**src/rtl/multiplier_ctrl_pkg.sv**
```systemverilog
// Shared definitions for the radix-16 Booth multiplier.
// The controller and the datapath both import this package. It defines:
//   state_t    - controller state encoding, which the datapath also decodes
//   EXEC_STEPS - number of radix-16 Booth steps for a 16-bit multiplier
//   LAST_STEP  - value of count on the final EXEC cycle
package multiplier_ctrl_pkg;

  typedef enum logic [1:0] {
    IDLE = 2'b00,
    EXEC = 2'b01,
    OUT  = 2'b10,
    DONE = 2'b11
  } state_t;

  localparam int         EXEC_STEPS = 4;
  localparam int         RADIX_BITS = 4;
  localparam logic [2:0] LAST_STEP  = 3'(EXEC_STEPS - 1);

endpackage

```
**src/rtl/multiplier_ctrl_if.sv**
```systemverilog
// Bus between the multiplier controller, its host and the Booth datapath.
// The slave modport is the controller's view of the bus. The master modport
// is the view seen by the host and the datapath.
//   op_start, op_clear      - host start request and abort/acknowledge
//   multiplicand            - signed operand; only [15:0] is significant
//   multiplier              - 16-bit signed operand
//   next_result             - per-step accumulator value from the datapath
//   multiplicand_q          - operand latched at start, sent to the datapath
//   check_radix             - current 5-bit Booth window
//   count                   - EXEC step index
//   state                   - controller state
//   result                  - accumulator; holds the product while done=1
//   done                    - high while the controller is in DONE
interface multiplier_ctrl_if;
  import multiplier_ctrl_pkg::*;

  logic        op_start;
  logic        op_clear;
  logic [31:0] multiplicand;
  logic [15:0] multiplier;
  logic [31:0] next_result;
  logic [31:0] multiplicand_q;
  logic [4:0]  check_radix;
  logic [2:0]  count;
  state_t      state;
  logic [31:0] result;
  logic        done;

  modport master (
    output op_start, op_clear, multiplicand, multiplier, next_result,
    input  multiplicand_q, check_radix, count, state, result, done
  );

  modport slave (
    input  op_start, op_clear, multiplicand, multiplier, next_result,
    output multiplicand_q, check_radix, count, state, result, done
  );

endinterface

```
**src/rtl/multiplier_ctrl.sv**
```systemverilog
// Control unit for a radix-16 Booth multiplier. It sequences four EXEC steps
// over a 16-bit signed multiplier and then presents the 32-bit product.
//   clk    - single clock; all state changes on its rising edge
//   reset  - synchronous, active-high
//   bus    - slave side of multiplier_ctrl_if; the datapath that turns
//            (check_radix, count, multiplicand_q, result) into next_result
//            is connected at the level above this block
module multiplier_ctrl
  import multiplier_ctrl_pkg::*;
(
  input  logic           clk,
  input  logic           reset,
  multiplier_ctrl_if.slave bus
);

  state_t      state_q,  state_d;
  logic [2:0]  count_q,  count_d;
  logic [31:0] result_q, result_d;
  logic [31:0] mcand_q,  mcand_d;
  logic [16:0] shift_q,  shift_d;

  // Register stage for every piece of controller state. Reset wins over all
  // inputs, so an op_start seen in the reset cycle is dropped.
  always_ff @(posedge clk) begin
    if (reset) begin
      state_q  <= IDLE;
      count_q  <= '0;
      result_q <= '0;
      mcand_q  <= '0;
      shift_q  <= '0;
    end else begin
      state_q  <= state_d;
      count_q  <= count_d;
      result_q <= result_d;
      mcand_q  <= mcand_d;
      shift_q  <= shift_d;
    end
  end

  // Next-state logic. Every register holds by default. op_clear is tested
  // before op_start everywhere, so an abort always wins. A clear from EXEC
  // leaves result untouched for one cycle; IDLE then forces it to zero.
  // The shift register carries the multiplier with an appended zero (the
  // Booth bit -1). It moves right by one radix digit per step, with sign
  // fill, so its low five bits are always the current Booth window.
  always_comb begin
    state_d  = state_q;
    count_d  = count_q;
    result_d = result_q;
    mcand_d  = mcand_q;
    shift_d  = shift_q;
    case (state_q)
      IDLE: begin
        result_d = '0;
        if (!bus.op_clear && bus.op_start) begin
          mcand_d = bus.multiplicand;
          shift_d = {bus.multiplier, 1'b0};
          count_d = '0;
          state_d = EXEC;
        end
      end
      EXEC: begin
        if (bus.op_clear) begin
          state_d = IDLE;
        end else begin
          result_d = bus.next_result;
          shift_d  = {{RADIX_BITS{shift_q[16]}}, shift_q[16:RADIX_BITS]};
          count_d  = count_q + 3'd1;
          if (count_q == LAST_STEP) begin
            state_d = OUT;
          end
        end
      end
      OUT: begin
        state_d = bus.op_clear ? IDLE : DONE;
      end
      DONE: begin
        if (bus.op_clear) begin
          state_d = IDLE;
        end
      end
      default: begin
        state_d  = IDLE;
        result_d = '0;
      end
    endcase
  end

  assign bus.check_radix    = shift_q[4:0];
  assign bus.multiplicand_q = mcand_q;
  assign bus.count          = count_q;
  assign bus.state          = state_q;
  assign bus.result         = result_q;
  assign bus.done           = (state_q == DONE);

endmodule
```
**src/flat_wrapper.sv**
```systemverilog
// flat-port wrapper written by rule: the top's interface ports become plain ports
module multiplier_ctrl_flat import multiplier_ctrl_pkg::*;
  (clk, reset, bus_op_start, bus_op_clear, bus_multiplicand, bus_multiplier, bus_next_result, bus_multiplicand_q, bus_check_radix, bus_count, bus_state, bus_result, bus_done);
  multiplier_ctrl_if bus_i ();
  input  logic clk;
  input  logic reset;
  input wire logic [$bits(bus_i.op_start)-1:0] bus_op_start;
  input wire logic [$bits(bus_i.op_clear)-1:0] bus_op_clear;
  input wire logic [$bits(bus_i.multiplicand)-1:0] bus_multiplicand;
  input wire logic [$bits(bus_i.multiplier)-1:0] bus_multiplier;
  input wire logic [$bits(bus_i.next_result)-1:0] bus_next_result;
  output wire logic [$bits(bus_i.multiplicand_q)-1:0] bus_multiplicand_q;
  output wire logic [$bits(bus_i.check_radix)-1:0] bus_check_radix;
  output wire logic [$bits(bus_i.count)-1:0] bus_count;
  output wire logic [$bits(bus_i.state)-1:0] bus_state;
  output wire logic [$bits(bus_i.result)-1:0] bus_result;
  output wire logic [$bits(bus_i.done)-1:0] bus_done;
  assign bus_i.op_start = bus_op_start;
  assign bus_i.op_clear = bus_op_clear;
  assign bus_i.multiplicand = bus_multiplicand;
  assign bus_i.multiplier = bus_multiplier;
  assign bus_i.next_result = bus_next_result;
  assign bus_multiplicand_q = bus_i.multiplicand_q;
  assign bus_check_radix = bus_i.check_radix;
  assign bus_count = bus_i.count;
  assign bus_state = bus_i.state;
  assign bus_result = bus_i.result;
  assign bus_done = bus_i.done;
  multiplier_ctrl u_core (.clk(clk), .reset(reset), .bus(bus_i));
endmodule
```
**config.mk**
```make
export PLATFORM = sky130hd
export DESIGN_NAME = multiplier_ctrl_flat
export DESIGN_NICKNAME = d
export VERILOG_FILES = /design/src/rtl/multiplier_ctrl_pkg.sv /design/src/rtl/multiplier_ctrl_if.sv /design/src/rtl/multiplier_ctrl.sv /design/src/flat_wrapper.sv
export SDC_FILE = /design/constraint.sdc
export NUM_CORES = 1
export LEC_CHECK = 0
export ABC_CLOCK_PERIOD_IN_PS = 1540
export CAP_MARGIN = 5
export CORE_ASPECT_RATIO = 1.75
export CORE_MARGIN = 2
export CORE_UTILIZATION = 35
export DETAILED_ROUTE_END_ITERATION = 10
export PLACE_DENSITY = 0.71
export SLEW_MARGIN = 25
export SYNTH_ARGS = -nofsm -noshare
export SYNTH_HDL_FRONTEND = slang
export SYNTH_SLANG_ARGS = --single-unit
```
**constraint.sdc**
```tcl
create_clock -name clk -period 1.54 [get_ports clk]
set_input_delay 0.308 -clock clk [delete_from_list [all_inputs] [get_ports clk]]
set_output_delay 0.308 -clock clk [all_outputs]
set_load 0.005 [all_outputs]
```
==> results of run 1 <==
metrics by stage:
step                util (%)  area [sq um]  worst slack [ps]  TNS (ps)
detailed placement      54.7          4980              -342    -18530
floorplan                  -          3300              96.5         0
CTS                     58.4          5310             -36.9     -96.7
global route            59.3          5390             -33.5     -77.6
finish                  59.3          5390              6.07         0
global placement        54.7          4980              -269    -14590
final cells by class:
type | instances | area (sq um)
Clock inverter | 3 | 67.6
Timing Repair Buffer | 180 | 1840
Sequential cell | 86 | 1730
Inverter | 1 | 3.75
Multi-Input combinational cell | 238 | 1350
Fill cell | 857 | 3700
Clock buffer | 13 | 250
Tap cell | 120 | 150
worst min-delay path: cells and delay by family, from the launching register on:
family / cells / cell delay (ps)
flip-flops: 1 / 300
AND/OR/NAND/NOR: 1 / 50
AO/OA/AOI/OAI: 1 / 50
sequential cells by signal, indices dropped and copies added (netlist names):
register                   count
u_core.bus.count               3
u_core.bus.multiplicand_q     32
u_core.bus.result             32
u_core.shift_q                17
u_core.bus.state               2
worst max-delay path by stage:
stage | from | end | depth (start not counted)
after floorplan | u_core.bus.state[0] | u_core.bus.multiplicand_q[19] | 6
after global placement | bus_op_clear | u_core.bus.multiplicand_q[8] | 4
after detailed placement | bus_op_clear | u_core.bus.multiplicand_q[11] | 4
after CTS | u_core.bus.state[1] | u_core.bus.multiplicand_q[11] | 4
after global routing | u_core.bus.state[1] | u_core.bus.multiplicand_q[11] | 4
final | u_core.bus.state[1] | u_core.bus.count[0] | 4
cell usage after synthesis, drive strengths merged (2+ instances only):
cell    instances
dfxtp          86
nand2          67
a21oi          54
nor2           35
a22oi          32
buf            26
a211oi         15
mux2i          15
clkbuf         11
o21ai           4
or4b            3
ha              2
nand4b          2
nor3            2
or2             2
per-layer routing:
layer	global-route usage [%]	wire, microns	vias to the layer above
li1	-	-	1558
met1	20.1	3880	1464
met2	32.1	5050	113
met3	4.84	536	13
met4	7.54	191	0
met5	0	0	-
cells by family after synthesis:
family / Yosys count
flops: 86
simple gates: 114
fa+ha+maj: 2
buf+inv: 38
mux: 15
compound gates: 106
what timing repair did:
| item | in CTS | in global routing |
|---|---|---|
| buffers inserted | 1 | 1 |
| pin swaps | 4 | 3 |
| setup endpoints to repair | 5 | 57 |
| cloned | 0 | 2 |
| gates resized for setup | 8 | 21 |
report_power, final:
group          switching (uW)  internal, uW  total, uW
Combinational             260           407        667
Clock                     846          1470       2310
Sequential               45.8          2310       2350
==> impl_metrics.json, run 1 <==
{
  "status": "finished clean",
  "cts_buffers": 9,
  "setup_violations": 0,
  "synthMuxAreaShare_pct": 4.55,
  "power_density_nw_per_um2": 989,
  "initial_utilization_pct": 36.3,
  "dr.pass1.iters": 4,
  "area_growth_pct": 63.2,
  "critPathMaxStageDelay_ps": 660,
  "clkLatencyLatePin_ps": 340,
  "place_inst": 621,
  "wl_per_cell_microns": 15.1,
  "port_buffers": 158,
  "maxSlewHeadroom_pct": 75.4,
  "synthSimpleGateAreaFrac_pct": 15.2,
  "worst_ep_required_time_ps": 1790,
  "worst_pin_slew_ps": 370,
  "cts_htree_levels": 3,
  "slew_violations": 0,
  "drt_iter0_markers": 89,
  "ys_types": 26,
  "syn_inst": 361,
  "leakage_uw": 0.00215,
  "synth_area_leaders": "dfxtp_1 52%, a21oi_1 8.2%, nand2_1 7.6%, a22oi_1 7.3%, mux2i_1 4.5%",
  "core_sq_um": 9090,
  "antenna_found_initial": 0,
  "synth-compound-area-share_pct": 19.7,
  "whs_path_depth": 2,
  "min_period_ps": 1530,
  "end_kind": "register",
  "async_flop_share_pct": 0,
  "die-area_sq_um": 10300,
  "fin_cells": 641,
  "min_period_over_period_pct": 99.6,
  "routed_wl_mm": 9.66,
  "netlist_area_sq_um": 3300,
  "synthAdderAreaFrac_pct": 0.758,
  "cts.path.max_buffers": 2,
  "grt_use_total_pct": 18.1,
  "cts_tree": "done",
  "root_buffer": "clkbuf_16",
  "hold_end": "u_core.bus.multiplicand_q[6]",
  "drc": 0,
  "fin_nets": 602,
  "first_global_vias": 3142,
  "drive_gt1_share_pct": 9.40,
  "maxCapViolations": 0,
  "grt_max_degree": 87,
  "diodes": 0,
  "final_common_cell": "clkdlybuf4s50_1",
  "clk_pin_slew_ps": 60,
  "rr_startpoint": "u_core.bus.state[1]",
  "boundaryPins": 159,
  "overflow": 0,
  "cts_sinks": 86,
  "max_freq_mhz": 652,
  "synth_nets": 447,
  "dp_hpwl_mm": 6.61,
  "core.rowCount": 46,
  "hold_viol": 0,
  "path_cells": "buf_6 > buf_4 > or4b_2 > a21oi_1",
  "vias_per_cell": 4.91,
  "reg2reg_depth": 4,
  "crit_type": "register to register",
  "cp_max_fo": 7,
  "die_w_microns": 77.4,
  "synth-xor-area-share_pct": 0,
  "yosysTopAreaCellShare_pct": 52.1,
  "hp-start": "u_core.bus.multiplicand_q[6]",
  "worstPathArrival_ps": 1790,
  "vias": 3148,
  "synth_top_family_by_area": "compound AO/OA/AOI/OAI gates",
  "path_buf_inv": 2,
  "grt_pass1_wl_mm": 15.0,
  "peakVddDrop_mv": 0.868,
  "seq_area_frac_synth_pct": 52.1,
  "hold_buffers": 0,
  "yosysTopAreaCell": "dfxtp_1",
  "ys_seq_elements": 86,
  "ys_dominant_reg_cell": "dfxtp_1",
  "reg2reg_slack_ps": 6,
  "ant_nets": 0,
  "cp-start-kind": "register",
  "ys_warn_count": 0,
  "final_cell_mix": "142 x clkdlybuf4s50_1, 82 x dfxtp_1, 67 x nand2_1",
  "power_uw": 5330,
  "rsz0062_at_grt": "yes",
  "timing.rr.end": "u_core.bus.count[0]",
  "die_h_microns": 133,
  "syn_area_per_cell_sq_um": 9.15,
  "slowest_stage": "or4b_2",
  "synth-edff-count": 0,
  "hold_path.class": "register to register",
  "hold_ws_ps": 452,
  "gp_congestion": 0.747,
  "clock_skew_ps": 7.08,
  "crit_family": "simple AND/OR/NAND/NOR gates"
}
(Power assumes the default switching activity.)
==> run 2, diff against run 1 <==
GPL_ROUTABILITY_DRIVEN = 0   (was not set)
==> results of run 2 <==
No change in the layout: final DEF, timing and power equal those of run 1.
